[src/rtl/param_register_file.sv]
// param_register_file
// Multi-port integer register file for the GATE datapath, placed between the
// decode and execute stages. It has three registered read ports and two write
// ports. Port 0 carries ALU writeback. Port 1 carries late load returns. A
// per-register busy scoreboard tracks registers that are still waiting for a
// load to come back. The BYPASS parameter chooses write-first or read-first
// behaviour when a read and a write hit the same register at the same edge.
module param_register_file #(
    parameter int                 DATA_W  = 16,
    parameter int                 ADDR_W  = 4,
    parameter int                 SP_IDX  = 2,
    parameter logic [DATA_W-1:0]  SP_INIT = 16'hFFFF,
    parameter bit                 BYPASS  = 1'b1
) (
    input  logic                     CLK,
    input  logic                     reset,
    input  logic                     regWrite0,
    input  logic [ADDR_W-1:0]        rd0,
    input  logic signed [DATA_W-1:0] dataWrite0,
    input  logic                     regWrite1,
    input  logic [ADDR_W-1:0]        rd1,
    input  logic signed [DATA_W-1:0] dataWrite1,
    input  logic                     markBusy,
    input  logic [ADDR_W-1:0]        mbRd,
    input  logic [ADDR_W-1:0]        rs0,
    input  logic [ADDR_W-1:0]        rs1,
    input  logic [ADDR_W-1:0]        rs2,
    output logic signed [DATA_W-1:0] A,
    output logic signed [DATA_W-1:0] B,
    output logic signed [DATA_W-1:0] C,
    output logic                     busyA,
    output logic                     busyB
);

    localparam int NREGS = 2 ** ADDR_W;

    logic [DATA_W-1:0] regs_q [NREGS];
    logic [DATA_W-1:0] regs_d [NREGS];
    logic [NREGS-1:0]  busy_q;
    logic [NREGS-1:0]  busy_d;

    logic [DATA_W-1:0] a_q, b_q, c_q;
    logic [DATA_W-1:0] a_d, b_d, c_d;
    logic              busyA_q, busyB_q;
    logic              busyA_d, busyB_d;

    // Post-edge register contents. Port 1 is applied after port 0 so it wins
    // when both ports target the same address. Register 0 stays zero.
    always_comb begin
        regs_d = regs_q;
        if (regWrite0) begin
            regs_d[rd0] = dataWrite0;
        end
        if (regWrite1) begin
            regs_d[rd1] = dataWrite1;
        end
        regs_d[0] = '0;
    end

    // Post-edge busy scoreboard. A load return clears its register. A new
    // markBusy is applied afterwards so a fresh pending load wins a same-edge
    // clear. Register 0 can never be busy.
    always_comb begin
        busy_d = busy_q;
        if (regWrite1) begin
            busy_d[rd1] = 1'b0;
        end
        if (markBusy) begin
            busy_d[mbRd] = 1'b1;
        end
        busy_d[0] = 1'b0;
    end

    // Read-port selection. Write-first reads the post-edge state; read-first
    // reads the state as it was before this edge.
    always_comb begin
        if (BYPASS) begin
            a_d     = regs_d[rs0];
            b_d     = regs_d[rs1];
            c_d     = regs_d[rs2];
            busyA_d = busy_d[rs0];
            busyB_d = busy_d[rs1];
        end else begin
            a_d     = regs_q[rs0];
            b_d     = regs_q[rs1];
            c_d     = regs_q[rs2];
            busyA_d = busy_q[rs0];
            busyB_d = busy_q[rs1];
        end
    end

    // State update. Reset discards any write or markBusy arriving in the same
    // cycle and reloads the stack pointer with its initial value.
    always_ff @(posedge CLK) begin
        if (reset) begin
            for (int i = 0; i < NREGS; i++) begin
                regs_q[i] <= (i == SP_IDX && i != 0) ? SP_INIT : '0;
            end
            busy_q  <= '0;
            a_q     <= '0;
            b_q     <= '0;
            c_q     <= '0;
            busyA_q <= 1'b0;
            busyB_q <= 1'b0;
        end else begin
            regs_q  <= regs_d;
            busy_q  <= busy_d;
            a_q     <= a_d;
            b_q     <= b_d;
            c_q     <= c_d;
            busyA_q <= busyA_d;
            busyB_q <= busyB_d;
        end
    end

    assign A     = a_q;
    assign B     = b_q;
    assign C     = c_q;
    assign busyA = busyA_q;
    assign busyB = busyB_q;

endmodule
[config.mk]
export PLATFORM = sky130hd
export DESIGN_NAME = param_register_file
export DESIGN_NICKNAME = d
export VERILOG_FILES = /design/src/rtl/param_register_file.sv
export SDC_FILE = /design/constraint.sdc
export NUM_CORES = 1
export LEC_CHECK = 0
export BUFFER_PORTS_ARGS = -buffer_cell sky130_fd_sc_hd__clkbuf_2
export CORE_UTILIZATION = 29
export CTS_CLUSTER_DIAMETER = 80
export DETAILED_ROUTE_END_ITERATION = 7
export PLACE_DENSITY = 0.54
export SLEW_MARGIN = 20
export SYNTH_ARGS = -nofsm -noshare
export SYNTH_HDL_FRONTEND = slang
export SYNTH_SLANG_ARGS = --single-unit
[constraint.sdc]
create_clock -name CLK -period 6.15 [get_ports CLK]
set_input_delay 0.3075 -clock CLK [delete_from_list [all_inputs] [get_ports CLK]]
set_output_delay 0.3075 -clock CLK [all_outputs]
set_load 0.03 [all_outputs]
### Word-level counts from Yosys, hierarchy flattened

Cells that the tools add are included.

* $add $sub $neg: 0
* multipliers: 0
* div/mod/pow operators: 0
* $lt $le $gt $ge: 13
* eq/ne operators: 0
* shifts and indexed selects: 0
* mux-type cells: 27
* bitwise operators: 8
* reductions and logical operators: 4

Operator list (number)
* bitwise mux 256 bit: 2
* two-way mux 256 bit: 1
* two-way mux 240 bit: 1
* binary-select mux 16 bit (select 4 bit): 3
* two-way mux 16 bit: 10
* demux 16 bit (select 4 bit): 2
* >= comparator 5 bit (second input constant): 5
* inverter 4 -> 5 bit: 5
* < comparator 4 x 5 -> 1 bit (second input constant): 4
* AND 16 bit: 1
* inverter 16 bit: 1
* OR 16 bit: 1
* < comparator 5 x 1 -> 1 bit (second input constant): 2
* binary-select mux 1 bit (select 4 bit): 2
* demux 1 bit (select 4 bit): 2
* >= comparator 4 x 1 -> 1 bit (second input constant): 2
* logical AND 1 bit: 4
* two-way mux 1 bit: 4

* flip-flop bits (word level): 322
* bits in latches: 0
* bits in writable memories: 0
* memory bits (read-only): 0
* bits of input ports: 61
* output and inout bits: 50
* word-level logic and storage cells: 75
* memories kept: 0

### Longest topological paths before layout

* depth in word-level cells: 12
* depth in mapped cells: 11

### Worst setup path after synthesis

OpenSTA, ideal clock, no wires.

* kind: input port to flip-flop
* start: input rd0[0]
* end: register a_q[1] (netlist: A[1])
* library setup time: 122 ps
* arrival time: 2557 ps
* data required time: 6028 ps
* setup slack: 3471 ps
* stages on the path: 8
* path buffers: 1
* path through: or3b_2 > buf_2 > nor2_4 > mux2_2 > mux2i_1 > o22ai_1 > or4_1 > a221o_1

* cells in the longest elaborated chain, start to end: 12
* elaborated cells on any way between the ends: 13
* classes of those cells: 2 x order compare; 9 x mux; 1 x bitwise; 1 x reduce/logical

Ends and longest elaborated chain
* from (decl): RTL line 18 `input logic [ADDR_W-1:0] rd0,`
* inverter 4 -> 5 bit (implied by the code) *: RTL line 52 `regs_d[rd0] = dataWrite0;`
* >= comparator 5 bit (implied by the code) or < comparator 5 x 1 -> 1 bit (tied branches): RTL line 52
* logical AND 1 bit (implied by the code): RTL line 52
* two-way mux 16 bit (implied by the code): RTL line 52
* demux 16 bit (select 4 bit) *: RTL line 52
* bitwise mux 256 bit *: RTL line 52
* two-way mux 256 bit *: RTL line 51 `if (regWrite0) begin`
* bitwise mux 256 bit: RTL line 55 `regs_d[rd1] = dataWrite1;`
* two-way mux 240 bit *: RTL line 54 `if (regWrite1) begin`
* binary-select mux 16 bit (select 4 bit) *: RTL line 78 `a_d = regs_d[rs0];`
* two-way mux 16 bit (implied by the code) * (2 in a row): RTL line 78
* to (signal assigned): RTL line 100 `a_q <= '0;`
* to (signal assigned): RTL line 108 `a_q <= a_d;`
* to (decl): RTL line 42 `logic [DATA_W-1:0] a_q, b_q, c_q;`

Every way passes the cells marked *; elsewhere a longest branch is shown, timed or not. The select of a mux whose other input is x is not followed.
A chain may end at the register's enable or synchronous reset.

### Worst setup path in the final report

* start: input rd1[3]
* end: register a_q[7] (netlist: A[7])

* cells in the longest elaborated chain, start to end: 10
* elaborated cells on any way between the ends: 11
* classes of those cells: 2 x order compare; 7 x mux; 1 x bitwise; 1 x reduce/logical

Ends and longest elaborated chain
* from (decl): RTL line 21 `input logic [ADDR_W-1:0] rd1,`
* inverter 4 -> 5 bit (implied by the code) *: RTL line 55
* >= comparator 5 bit (implied by the code) or < comparator 5 x 1 -> 1 bit (tied branches): RTL line 55
* logical AND 1 bit (implied by the code): RTL line 55
* two-way mux 16 bit (implied by the code): RTL line 55
* demux 16 bit (select 4 bit) *: RTL line 55
* bitwise mux 256 bit *: RTL line 55
* two-way mux 240 bit *: RTL line 54
* binary-select mux 16 bit (select 4 bit) *: RTL line 78
* two-way mux 16 bit (implied by the code) * (2 in a row): RTL line 78

Marked as above.

==> impl_metrics.tcl <==
set metrics [dict create \
    fin_setup_tns_ns 0 \
    cp_max_fo 21 \
    worstPathCellList "clkbuf_2, nand2b_1, nor2_1, buf_4, o21ai_0, mux4_2, a22oi_1, o21ai_0" \
    pwr-share-comb 0.205 \
    htreeDepth 2 \
    synth_warnings 0 \
    avgViaCountPerCell 6.76 \
    synth_area_per_cell_um2 8.04 \
    io_pins 111 \
    grt_overflow_total 0 \
    synth_ff_type "dfxtp_1" \
    grt_pass1_vias 20900 \
    finalSetupViolations 0 \
    die_w_um 263 \
    cp.required_ns 6.57 \
    netSwitchingFraction 0.340 \
    syn_area_um2 19700 \
    async_flop_share 0 \
    finalHoldViolCount 0 \
    synth_cell_type_count 79 \
    cts_tree "done" \
    path_buf_inv 2 \
    place_hpwl_mm 83.1 \
    power_density_nw_per_um2 249 \
    antenna_found_initial 5 \
    drtIter0Drc 3912 \
    start_kind "input port" \
    tightestPinTransition_ns 1.32 \
    p_int_mw 3.68 \
    critPathKind "input port to register" \
    slew_headroom 0.120 \
    fmax_ghz 0.280 \
    arrival_ns 4.00 \
    grt_pass1_wl_mm 171 \
    grt_max_degree 91 \
    fin_crit_ns 3.58 \
    drc_errors 0 \
    place_congestion 1.04 \
    run_status "completed" \
    cts_resized 0 \
    leakagePower_nw 8.50 \
    slew_violations 0 \
    cp-end-kind "register" \
    syn_nets 2510 \
    cts_hold_buf 0 \
    path_clk_slew_ns 0.06 \
    synth_seq_cells 305 \
    clk_path_buf_depth 3 \
    clock-root-buffer "clkbuf_16" \
    ys_seq_area_frac 0.310 \
    fin_cells 3356 \
    fin_skew_ns 0.0181 \
    drv_cap 0 \
    period_share 0.582 \
    wl_met1_mm 48.3 \
    finalPower_mw 5.57 \
    rsz0062_at_grt "false" \
    worstHoldPathType "input port to register" \
    final_nets 2515 \
    num_vias 22700 \
    cp_common_cell "o21ai_0" \
    crit_family "simple AND/OR/NAND/NOR gates" \
    synth_edf_count 0 \
    cp_slowest_cell "nor2_1" \
    ant_nets 0 \
    firstDrtPassIters 6 \
    wl_per_cell_um 37.1 \
    start_util 0.293 \
    sequentialPowerShare 0.373 \
    clkPwrFrac 0.422 \
    postCtsSetupBuffers 0 \
    dr_wl_met3_mm 16.4 \
    drt-total-wl_mm 124 \
    die_y_um 263 \
    ir_drop_uv 188 \
    slowest_delay_ns 0.80 \
    final_core_util 0.333 \
    row_count 95 \
    coreArea_um2 67200 \
    highest_layer "met5" \
    switchingPower_mw 1.89 \
    track_usage 0.348 \
    netlist_instances 2449 \
    die-area_um2 69000 \
    drive_above_1_share 0.170 \
    hold_slack_ns 0.170 \
    numCtsBuffers 39 \
    port_buffers 110 \
    dpl.cell_count 3286 \
    clock_sinks 305 \
    clock_latency_ns 0.59 \
    met2_length_mm 50.0 \
    synthToLayoutAreaGrowth_pct 13.5 \
]
cells by family after synthesis:
| kind of cell | share of synthesized area |
|---|---|
| flip-flops | 0.310 |
| buffers and inverters | 0.0528 |
| AO/OA/AOI/OAI | 0.257 |
| multiplexers | 0.167 |
| AND/OR/NAND/NOR | 0.213 |
metal layers:
layer | vias up | track usage
met1 | 10900 | 0.449
met3 | 509 | 0.110
li1 | 9153 | -
met5 | - | 0
met2 | 2075 | 0.494
met4 | 6 | 0.232
flip-flops by register name (all words and copies together) (netlist names):
name	flops
regs_q	240
A	16
busyA	1
B	16
busyB	1
C	16
busy_q	15
area by class of cell:
class	count	area, um^2
Multi-Input combinational cell	1889	12600
Inverter	15	58.8
Clock buffer	56	1140
Clock inverter	13	109
Fill cell	6977	44800
Timing Repair Buffer	204	1260
Tap cell	873	1090
Antenna cell	1	2.50
Sequential cell	305	6110
layout by cell type (no fill, tap or decap), types with 8 or more instances in the layout:
cell	netlist	routed
clkbuf_2	0	109
a21oi_1	120	120
o21a_1	9	9
nor3_1	54	54
nor2_2	4	12
or3_1	8	8
nor2_1	259	249
buf_4	4	95
o21ai_0	176	176
mux2i_1	175	175
a21o_1	13	13
a22oi_1	45	45
o221ai_1	32	32
a211oi_1	16	16
or2_2	11	11
inv_1	11	10
a211o_1	16	16
o2bb2ai_1	8	8
o22ai_1	81	81
o211ai_1	22	22
a311oi_1	12	12
a31oi_1	50	50
a31o_2	8	8
mux2_2	56	56
nand3_1	121	120
and3_1	14	14
dfxtp_1	305	305
mux4_2	39	39
a22o_1	33	33
a221oi_1	27	27
nand2_1	187	186
nand2b_1	18	18
clkbuf_16	0	39
clkbuf_8	0	10
a221o_1	9	9
o221a_2	12	12
and2_1	133	133
a32oi_1	9	9
synth_stat cells, types with 32 or more instances:
cell | instances | area (um^2)
o221ai_1 | 32 | 280
nand2_1 | 187 | 702
mux4_2 | 39 | 878
clkbuf_1 | 170 | 638
a22oi_1 | 45 | 338
mux2i_1 | 175 | 1750
a31oi_1 | 50 | 313
o21ai_0 | 176 | 881
buf_2 | 42 | 210
nand3_1 | 121 | 606
mux2_2 | 56 | 631
o22ai_1 | 81 | 507
a21oi_1 | 120 | 601
nor2_1 | 259 | 972
nor3_1 | 54 | 270
dfxtp_1 | 305 | 6110
and2_1 | 133 | 832
a22o_1 | 33 | 289
power groups by stage:
| stage | Clock, mW | Combinational, mW | Sequential, mW |
|---|---|---|---|
| floorplan | 0 | 0.561 | 2.16 |
| global placement | 0 | 1.08 | 2.12 |
| detailed placement | 0 | 1.08 | 2.12 |
| CTS | 2.35 | 1.08 | 2.08 |
| global route | 2.43 | 1.15 | 2.08 |
| finish | 2.35 | 1.15 | 2.08 |
per-stage QoR:
stage / setup WS, ns / instance area (um^2)
finish: 2.57 / 22400
global route: 2.59 / 22400
CTS: 2.72 / 22400
detailed placement: 2.13 / 21100
global placement: 1.82 / 21100
floorplan: 3.47 / 19700
worst paths after layout:
kind / start / end / slack [ns] / depth (start not counted)
max: rd1[3] / A[7] / 2.57 / 8
min: mbRd[1] / busy_q[11] / 0.17 / 3
max reg2reg: regs_q[97] / B[1] / 3.71 / 5
min reg2reg: busy_q[11] / busy_q[11] / 0.51 / 2
tightest hold or removal path, cell delays in order:
cell and delay [ns]:
clkbuf_2 0.16, a32oi_1 0.16, nor2_1 0.09
Note: power is estimated with default switching activity, not from simulation.
